<file path="src/rtl/riscv_run_pkg.sv">
// Shared types and constants for the RISC-V run controller.
package riscv_run_pkg;

  typedef enum logic [1:0] {
    IDLE,
    RESET,
    RUN,
    DONE
  } run_state_e;

  typedef enum logic [1:0] {
    NONE,
    TOHOST,
    STALL,
    TIMEOUT
  } halt_cause_e;

  localparam logic [31:0] TOHOST_ADDR_DEFAULT = 32'h0000_0FF0;

endpackage

</file>
<file path="src/rtl/riscv_pc_stall_detector.sv">
// Flags a PC self-loop: pc unchanged for STALL_LIMIT consecutive enabled cycles.
// The stall output is combinational so the controller can register it with the
// other halt causes on the same edge.
module riscv_pc_stall_detector #(
  parameter int unsigned XLEN        = 32,
  parameter int unsigned STALL_LIMIT = 4
) (
  input  logic            clk,
  input  logic            a_rstn,
  input  logic            clear,
  input  logic            en,
  input  logic [XLEN-1:0] pc,
  output logic            stall
);

  localparam int unsigned CW = $clog2(STALL_LIMIT + 1);

  logic [XLEN-1:0] prev_pc;
  logic            prev_valid;
  logic [CW-1:0]   eq_cnt;
  logic            pc_same;

  // No comparison until one pc has been captured since the last clear.
  assign pc_same = en && prev_valid && (pc == prev_pc);
  assign stall   = pc_same && (eq_cnt == CW'(STALL_LIMIT - 1));

  // Track previous pc and the run length of unchanged-pc cycles.
  always_ff @(posedge clk or negedge a_rstn) begin
    if (!a_rstn) begin
      prev_pc    <= '0;
      prev_valid <= 1'b0;
      eq_cnt     <= '0;
    end else if (clear) begin
      prev_valid <= 1'b0;
      eq_cnt     <= '0;
    end else if (en) begin
      prev_pc    <= pc;
      prev_valid <= 1'b1;
      if (pc_same) begin
        if (eq_cnt != CW'(STALL_LIMIT)) eq_cnt <= eq_cnt + 1'b1;
      end else begin
        eq_cnt <= '0;
      end
    end
  end

endmodule

</file>
<file path="src/rtl/riscv_run_ctrl.sv">
// Run controller for the single-cycle RISC-V core: sequences core reset,
// counts run cycles and detects end-of-test (tohost store, pc loop, timeout).
module riscv_run_ctrl
  import riscv_run_pkg::*;
#(
  parameter int unsigned     RST_CYCLES     = 2,
  parameter int unsigned     TIMEOUT_CYCLES = 50,
  parameter int unsigned     STALL_LIMIT    = 4,
  parameter int unsigned     XLEN           = 32,
  parameter logic [XLEN-1:0] TOHOST_ADDR    = XLEN'(TOHOST_ADDR_DEFAULT),
  parameter int unsigned     CNT_W          = 32,
  parameter bit              AUTO_START     = 1'b1
) (
  input  logic             clk,
  input  logic             a_rstn,
  input  logic             start,
  input  logic [XLEN-1:0]  pc,
  input  logic             mem_we,
  input  logic [XLEN-1:0]  mem_addr,
  input  logic [XLEN-1:0]  mem_wdata,
  output logic             core_rstn,
  output logic             busy,
  output logic             done,
  output logic             pass,
  output logic             timeout,
  output logic             stalled,
  output logic [XLEN-1:0]  exit_code,
  output logic [CNT_W-1:0] cycle_count
);

  localparam int unsigned      RST_W        = $clog2(RST_CYCLES + 1);
  localparam logic [RST_W-1:0] RST_LAST     = RST_W'(RST_CYCLES - 1);
  // cycle_count still holds the previous total during the halting cycle.
  localparam logic [CNT_W-1:0] TIMEOUT_LAST =
    CNT_W'((TIMEOUT_CYCLES == 0) ? 0 : TIMEOUT_CYCLES - 1);

  run_state_e       state, state_nxt;
  halt_cause_e      cause;
  logic [RST_W-1:0] rst_cnt;
  logic             stall_hit;
  logic             in_run;

  assign in_run = (state == RUN);

  riscv_pc_stall_detector #(
    .XLEN        (XLEN),
    .STALL_LIMIT (STALL_LIMIT)
  ) u_stall (
    .clk    (clk),
    .a_rstn (a_rstn),
    .clear  (!in_run),
    .en     (in_run),
    .pc     (pc),
    .stall  (stall_hit)
  );

  // Halt cause priority and next-state selection.
  always_comb begin
    state_nxt = state;
    cause     = NONE;
    if (mem_we && (mem_addr == TOHOST_ADDR))
      cause = TOHOST;
    else if (stall_hit)
      cause = STALL;
    else if ((TIMEOUT_CYCLES != 0) && (cycle_count == TIMEOUT_LAST))
      cause = TIMEOUT;

    case (state)
      IDLE:    if (start || AUTO_START) state_nxt = RESET;
      RESET:   if (rst_cnt == RST_LAST) state_nxt = RUN;
      RUN:     if (cause != NONE) state_nxt = DONE;
      DONE:    if (start) state_nxt = RESET;
      default: state_nxt = IDLE;
    endcase
  end

  // State, registered outputs, counters and sticky result capture.
  always_ff @(posedge clk or negedge a_rstn) begin
    if (!a_rstn) begin
      state       <= IDLE;
      rst_cnt     <= '0;
      core_rstn   <= 1'b0;
      busy        <= 1'b0;
      done        <= 1'b0;
      pass        <= 1'b0;
      timeout     <= 1'b0;
      stalled     <= 1'b0;
      exit_code   <= '0;
      cycle_count <= '0;
    end else begin
      state     <= state_nxt;
      core_rstn <= (state_nxt == RUN);
      busy      <= (state_nxt == RESET) || (state_nxt == RUN);

      if ((state != RESET) && (state_nxt == RESET)) begin
        rst_cnt     <= '0;
        done        <= 1'b0;
        pass        <= 1'b0;
        timeout     <= 1'b0;
        stalled     <= 1'b0;
        exit_code   <= '0;
        cycle_count <= '0;
      end else if (state == RESET) begin
        rst_cnt <= rst_cnt + 1'b1;
      end

      if (state == RUN) begin
        if (cycle_count != '1) cycle_count <= cycle_count + 1'b1;
        case (cause)
          TOHOST: begin
            done      <= 1'b1;
            exit_code <= mem_wdata;
            pass      <= (mem_wdata == XLEN'(1));
          end
          STALL: begin
            done    <= 1'b1;
            stalled <= 1'b1;
          end
          TIMEOUT: begin
            done    <= 1'b1;
            timeout <= 1'b1;
          end
          default: ;
        endcase
      end
    end
  end

endmodule
</file>
<file path="config.mk">
export PLATFORM = sky130hd
export DESIGN_NAME = riscv_run_ctrl
export DESIGN_NICKNAME = d
export VERILOG_FILES = /design/src/rtl/riscv_run_pkg.sv /design/src/rtl/riscv_pc_stall_detector.sv /design/src/rtl/riscv_run_ctrl.sv
export SDC_FILE = /design/constraint.sdc
export NUM_CORES = 1
export LEC_CHECK = 0
export ABC_CLOCK_PERIOD_IN_PS = 6900
export BUFFER_PORTS_ARGS = -buffer_cell sky130_fd_sc_hd__buf_2
export CAP_MARGIN = 10
export CORE_ASPECT_RATIO = 1.1
export CORE_UTILIZATION = 58
export CTS_BUF_LIST = sky130_fd_sc_hd__clkbuf_8
export CTS_CLUSTER_SIZE = 20
export DETAILED_ROUTE_END_ITERATION = 10
export PLACE_DENSITY_LB_ADDON = 0.12
export SLEW_MARGIN = 15
export SYNTH_ARGS = -nofsm -noshare
export SYNTH_HDL_FRONTEND = slang
export SYNTH_HIERARCHICAL = 1
export SYNTH_SLANG_ARGS = --single-unit
</file>
<file path="constraint.sdc">
create_clock -name clk -period 6.9 [get_ports clk]
set_clock_uncertainty 0.1 [all_clocks]
set_input_delay 0.345 -clock clk [delete_from_list [all_inputs] [get_ports clk]]
set_output_delay 0.345 -clock clk [all_outputs]
set_load 0.05 [all_outputs]
</file>
# --- Word-level counts from Yosys, hierarchy flattened ---
# Cells that the tools add are included.
# Widths: inputs -> output; s select.
classes:
  add_sub_neg: 3
  n_eq_ne: 18
  n_mux: 31
  n_reduce_logical: 10
ops:
  columns: ["cell", "n"]
  rows:
  - ["$mux 32", 6]
  - ["$add 32x1->32 const B", 1]
  - ["$eq 32x1->1 const B", 1]
  - ["$eq 32x12->1 const B", 1]
  - ["$eq 32x32->1", 1]
  - ["$eq 32x6->1 const B", 1]
  - ["$ne 32x32->1 const B", 1]
  - ["$mux 2", 8]
  - ["$mux 1", 13]
  - ["$eq 2x2->1 const B", 5]
  - ["$mux 3", 3]
  - ["$eq 2x1->1 const B", 4]
  - ["$pmux 2 s4", 1]
  - ["$ne 3x3->1 const B", 2]
  - ["$logic_and 1x1->1", 5]
  - ["$reduce_bool 2->1", 2]
  - ["$add 3x1->3 const B", 1]
  - ["$eq 3x2->1 const B", 1]
  - ["$reduce_or 3->1", 1]
  - ["$add 2x1->2 const B", 1]
  - ["$logic_not 2->1", 1]
  - ["$ne 2x1->1 const B", 1]
  - ["$logic_or 1x1->1", 1]
word_totals:
  reg_bits: 110
  in_bits: 100
  out_inout_bits: 70
  elab_cells: 75

# --- Longest topological paths before layout ---
logic_depth:
  depth_word: 14
  depth_mapped: 15
  mapped_depth_nobuf: 13

# --- By module ---
# Netlist, hierarchy kept.
by_module_without_submodules:
  columns: ["mod", "n_inst", "cells_each", "area_per_inst_um2", "seq_area_each_um2"]
  rows:
  - ["riscv_run_ctrl", 1, 421, 3823.7, 1851.8]
  - ["riscv_pc_stall_detector", 1, 159, 1921.8, 900.9]

# --- Worst setup path before layout ---
# Ideal clock, no wire load.
synth_timing:
  path_kind: "reg2reg"
  start: "reg state[0]"
  end: "reg cycle_count[18]"
  setup_ps: 146
  t_arrival_ps: 2809
  t_required_ps: 6654
  path_slack_ps: 3845
  path_stages_with_launch: 16
  path_buffers: 3
  period_less_slack_ps: 3055
  cell_sequence: "dfrtp_1 -> nand2b_1 -> clkbuf_1 -> inv_2 -> clkbuf_1 -> nand2_1 -> nor2_1 -> nand4_1 -> nor4_2 -> nor3_1 -> a21oi_1 -> ha_1 -> nand2_1 -> clkbuf_1 -> o221ai_1 -> o31ai_1"
synth_via:
  elab_chain_len: 14
  word_cells_on_any_way: 20
  cone_classes: "eq/ne: 5; mux: 9; reduce/logical: 6"
synth_lines:
  columns: ["element", "line_no", "rtl"]
  rows:
  - ["from (decl)", "riscv_run_ctrl.sv:37", "run_state_e state, state_nxt;"]
  - ["from (signal assigned)", "riscv_run_ctrl.sv:91", "state <= state_nxt;"]
  - ["$eq 2x2->1 (*)", "riscv_run_ctrl.sv:43", "assign in_run = (state == RUN);"]
  - ["via in_run", "riscv_run_ctrl.sv:41", "logic in_run;"]
  - ["$logic_and 1x1->1 (*) (2 in a row)", "riscv_pc_stall_detector.sv:24", "assign pc_same = en && prev_valid && (pc == prev_pc);"]
  - ["$logic_and 1x1->1 (*)", "riscv_pc_stall_detector.sv:25", "assign stall = pc_same && (eq_cnt == CW'(STALL_LIMIT - 1));"]
  - ["via stall_hit", "riscv_run_ctrl.sv:40", "logic stall_hit;"]
  - ["$mux 2 (*)", "riscv_run_ctrl.sv:63", "else if (stall_hit)"]
  - ["$mux 2 (*)", "riscv_run_ctrl.sv:61", "if (mem_we && (mem_addr == TOHOST_ADDR))"]
  - ["$reduce_bool 2->1 (*)", "riscv_run_ctrl.sv:71", "RUN: if (cause != NONE) state_nxt = DONE;"]
  - ["$mux 2 (*)", "riscv_run_ctrl.sv:71", null]
  - ["$pmux 2 s4 (*)", "riscv_run_ctrl.sv:68", "case (state)"]
  - ["via state_nxt[0]", "riscv_run_ctrl.sv:37", null]
  - ["$eq 2x1->1 (*)", "riscv_run_ctrl.sv:95", "if ((state != RESET) && (state_nxt == RESET)) begin"]
  - ["$logic_and 1x1->1 (*)", "riscv_run_ctrl.sv:95", null]
  - ["$mux 32 (*)", "riscv_run_ctrl.sv:95", null]
  - ["$mux 32", "riscv_run_ctrl.sv:108", "if (cycle_count != '1) cycle_count <= cycle_count + 1'b1;"]
  - ["$mux 32 (*)", "riscv_run_ctrl.sv:107", "if (state == RUN) begin"]
  - ["to (signal assigned)", "riscv_run_ctrl.sv:108", null]
  - ["to (decl)", "riscv_run_ctrl.sv:28", "output logic [CNT_W-1:0] cycle_count"]
# Mark *: on every way through the listed nets, which the timed path passes. The rest lies on a longest branch.
# A chain may end at the register's enable or synchronous reset.

# --- Worst setup path in the final report ---
layout_timing:
  start: "reg state[0]"
  end: "reg cycle_count[24]"
layout_via:
  elab_chain_len: 14
  word_cells_on_any_way: 20
  cone_classes: "eq/ne: 5; mux: 9; reduce/logical: 6"
layout_lines:
  columns: ["element", "line_no"]
  rows:
  - ["$eq 2x2->1 (*)", "riscv_run_ctrl.sv:43"]
  - ["$logic_and 1x1->1 (*) (2 in a row)", "riscv_pc_stall_detector.sv:24"]
  - ["$logic_and 1x1->1 (*)", "riscv_pc_stall_detector.sv:25"]
  - ["via stall_hit", "riscv_run_ctrl.sv:40"]
  - ["$mux 2 (*)", "riscv_run_ctrl.sv:63"]
  - ["$mux 2 (*)", "riscv_run_ctrl.sv:61"]
  - ["$reduce_bool 2->1 (*)", "riscv_run_ctrl.sv:71"]
  - ["$mux 2 (*)", "riscv_run_ctrl.sv:71"]
  - ["$pmux 2 s4 (*)", "riscv_run_ctrl.sv:68"]
  - ["via state_nxt[0]", "riscv_run_ctrl.sv:37"]
  - ["$eq 2x1->1 (*)", "riscv_run_ctrl.sv:95"]
  - ["$logic_and 1x1->1 (*)", "riscv_run_ctrl.sv:95"]
  - ["$mux 32 (*)", "riscv_run_ctrl.sv:95"]
  - ["$mux 32", "riscv_run_ctrl.sv:108"]
  - ["$mux 32 (*)", "riscv_run_ctrl.sv:107"]
# Marks and branches as above.

==> Implementation_results.wiki <==
{| class="wikitable"
! Metric !! Value
|-
| Status || complete, no violations
|-
| Avg Vias per Cell || roughly 5.9
|-
| Setup repair after global routing missed its margin || false
|-
| Register area share after synthesis || 0.4791
|-
| Worst setup slack after placement || 2.967 ns
|-
| Total of flip-flops plus latches after synthesis || 110
|-
| Timing startpoint of the critical path || state[0]$_DFF_PN0_
|-
| Arrival time reported for the critical path endpoint || 3.75 ns
|-
| Per-instance average area after synthesis || ~10 µm²
|-
| Post-route worst setup slack || 3.296 ns
|-
| Max clock buf depth || 2
|-
| Post-layout minimum cycle time || 3.604 ns
|-
| Dominant delay contributor by cell family on the critical path || simple AND/OR/NAND/NOR gates
|-
| Buf+Inv Stages, Crit Path || 1
|-
| Total length of routed wires || 13.70 mm
|-
| Cell at the root of the clock tree || clkbuf_8
|-
| Non-filler instance count after layout || about 860
|-
| Number of global-route vias before repair || roughly 4,800
|-
| Destination of the worst register-to-register timing path || cycle_count[24]$_DFF_PN0_
|-
| Clock edge transition at the registers on the reported setup and hold paths || ~0.10 ns
|-
| CTS buffer count || 9
|-
| Largest net degree at the start of global routing || 67
|-
| Max-slew violations || 0
|-
| H-tree levels || 3
|-
| Die area || a little over 0.01 mm²
|-
| Worst slew pin tran || roughly 0.96 ns
|-
| Top-Level Pins || between 150 and 200
|-
| Fraction of final layout cells sized beyond drive strength 1 || 0.3162
|-
| Die span in y || between 100 and 150 µm
|-
| Row Count || 37
|-
| Static Leak || ~3.4 nW
|-
| Total power per unit cell area || about 180 mW/mm²
|-
| Post-Synthesis Cells || between 500 and 600
|-
| Iteration-0 DRC count of the detailed router || about 320
|-
| Netlist Area Pre-Place || about 0.0057 mm²
|-
| Initial Util || 0.6054
|-
| Setup slack, reg-to-reg || around 3.3 ns
|-
| Number of buffers added on ports || ~170
|-
| Clock tree from TritonCTS || done
|-
| Fin crit share || 0.5223
|-
| Slew headroom || 0.3628
|-
| Depth of the most critical reg-to-reg path || 13
|-
| Routability-driven placement congestion ratio || approximately 0.86
|-
| Final layout net count || 843
|-
| Number of warnings reported in the yosys synthesis log || 6
|-
| Horizontal die dimension || roughly 97 µm
|-
| Ranking of synthesized cells by instance count || dfrtp_1, nand3_1, o21ai_0
|-
| Sinks on the clock net || between 100 and 150
|-
| Type of the most critical hold path || in -> reg
|-
| Summed negative setup slack over all endpoints || 0 ns
|-
| Cell at the slowest stage of the critical path || dfrtp_1
|-
| Timing-limited maximum frequency || around 280 MHz
|-
| Start point of the worst hold path || mem_wdata[18]
|-
| Util after Layout || 0.7260
|-
| Proportion of register bits with asynchronous set or reset after synthesis || 1.000
|-
| Kind of end point of the critical path || flip-flop
|-
| CP startpoint kind || flip-flop
|-
| Worst skew pair latency || 0.38 ns
|-
| Most frequently used cell type in the post-synthesis netlist || dfrtp_1
|-
| Number of nets in the synthesized netlist || between 600 and 700
|-
| Initial DRT Pass Iterations || 4
|-
| Max Cap Violations || 0
|-
| Library cell appearing most often on the critical path || nand2_1
|-
| Hpwl dp || about 10 mm
|-
| Number of endpoints failing setup at the final stage || 0
|-
| CP cell instances || nand2b_1 > inv_2 > nand2_1 > nor2_1 > nand4_1 > nor4_2 > nor3_1 > a21oi_1 > ha_1 > nand2_4 > a21boi_0 > nand2_1 > o21ai_0
|-
| Number of flops mapped to enable cells by yosys || 0
|-
| Remaining global-route overflow || 0
|-
| Reg2Reg Launch Point || state[0]$_DFF_PN0_
|-
| Prevailing post-synth register cell || dfrtp_1
|-
| Wire length of the first global-routing pass || between 20 and 25 mm
|-
| Number of inserted diodes || 0
|-
| Count of cells along the worst hold path || 3
|-
| Biggest area contributors in the synthesized netlist || dfrtp_1, mux2_2, nand3_1
|-
| Hold Path Sink || exit_code[18]$_DFF_PN0_
|-
| Critical-path maximum fanout || 63
|-
| Worst voltage drop across the vdd grid || approximately 0.00013 V
|-
| WL/cell || between 15 and 20 µm
|-
| Hold violation count in the final report || 0
|-
| Total global routing track utilization || 0.2730
|-
| Antenna violation net count after detailed routing || 0
|-
| Share of the synthesized area in the top cell type || 0.4791
|-
| Number of antenna violations at the first check in global routing || 0
|-
| Area of the core || between 0.009 and 0.01 mm²
|-
| Detailed-route via count || roughly 5,000
|-
| Unique masters post-synth || 58
|-
| Instance count after placement with tap cells included || 840
|-
| Critical path start-end classification || reg -> reg
|-
| Highest cell delay on the worst timing path || approximately 0.42 ns
|-
| DRC violations left || 0
|-
| P&R area growth vs syn || 19.93%
|-
| Quantity of gates resized following cts || 0
|-
| Synth area leader || dfrtp_1
|-
| Required time of the critical path || between 7 and 8 ns
|}
[layer usage]
metal | routed length [µm] | share of wire | global-route usage
met5 | 0 | 0 | 0
met4 | 210 | 0.015 | 0.09062
met3 | 672 | 0.049 | 0.04997
met2 | 6927 | 0.51 | 0.4497
met1 | 5893 | 0.43 | 0.3658
[cell type report]
| type | count | area [µm²] |
|---|---|---|
| sequential | 110 | 2753 |
| multi-input combinational | 394 | 2684 |
| fill | 722 | 2600 |
| timing repair buffer | 174 | 888.4 |
| inverter | 46 | 172.7 |
| tap | 117 | 146.4 |
| clock buffer | 9 | 123.9 |
| clock inverter | 7 | 122.6 |
[metrics by stage]
stage	cell area [µm²]	total power, mW	hold slack (ns)
6_report	6890	1.262	0.1116
5_1_grt	6890	1.310	0.09809
4_1_cts	6885	1.269	0.1019
3_5_place_dp	6629	0.8043	0.2949
3_3_place_gp	6629	0.8000	0.2909
2_1_floorplan	5746	0.7405	-0.05059
[sequential cells by signal, indices dropped and copies added (netlist names)]
signal	cells
core_rstn	1
done	1
u_stall/prev_valid	1
cycle_count	32
rst_cnt	2
exit_code	32
busy	1
timeout	1
state	2
pass	1
stalled	1
u_stall/eq_cnt	3
u_stall/prev_pc	32
[how the worst max path moves through the flow]
stage / end / slack, ns / depth (start not counted)
floorplan: cycle_count[18]$_DFF_PN0_ / 3.85 / 15
global placement: cycle_count[3]$_DFF_PN0_ / 3.10 / 12
detailed placement: cycle_count[16]$_DFF_PN0_ / 2.97 / 12
CTS: cycle_count[16]$_DFF_PN0_ / 2.94 / 12
global route: cycle_count[16]$_DFF_PN0_ / 2.89 / 12
finish: cycle_count[24]$_DFF_PN0_ / 3.30 / 13
[kinds of logic (layout without fill, tap and decap cells)]
logic type                 count (synthesis)  in the layout  synth area share
muxes                                     41             41           0.07840
DFF                                      110            110            0.4791
and+or+nand+nor                          209            209            0.2071
AOI/OAI and AO/OA                         98             98            0.1032
xor gates and xnor gates                  38             38           0.05923
adders and majority gates                  8              8           0.01742
buffers and inverters                     76            236           0.05553
[cell usage in the layout, fill, tap and decap left out, drive strengths merged, types with 2 or more instances in the layout]
master and n:
or4 4, o211ai 3, dfrtp 110, mux2 32, xnor2 21, ha 8, or3 6, nand3 60
nor2b 2, o21ai 56, nor4b 2, inv 46, clkbuf 9, nor4 27, xor2 17, and3 14
nand3b 3, nand4 28, clkinvlp 2, and2 3, and4 3, o31ai 4, a31o 2, nor3 11
a31oi 7, mux2i 9, nand2b 3, buf 173, bufinv 3, clkinv 2, o221ai 3, nor2 15
a21oi 9, nand2 24, a32o 2, a21o 3
[where the power goes]
part / switching, mW / internal [mW] / leakage (nW)
combinational: 0.0686 / 0.0494 / 1.85
clock: 0.229 / 0.242 / 0.116
sequential: 0.0149 / 0.658 / 1.39
total: 0.312 / 0.950 / 3.35
[tightest hold or removal path: cells and delay by family]
| kind | cells | cell delay [ns] |
|---|---|---|
| buffers and inverters | 2 | 0.14 |
| AOI/OAI and AO/OA | 1 | 0.07 |
[repair_timing]
| item | in CTS | in global routing |
|---|---|---|
| endpoints found under the setup margin | 0 | 0 |
| buffers inserted | 0 | 0 |
| hold buffers | 1 | 0 |
| hold endpoints to repair | 47 | 0 |
Power figures use the tool's default switching activity.
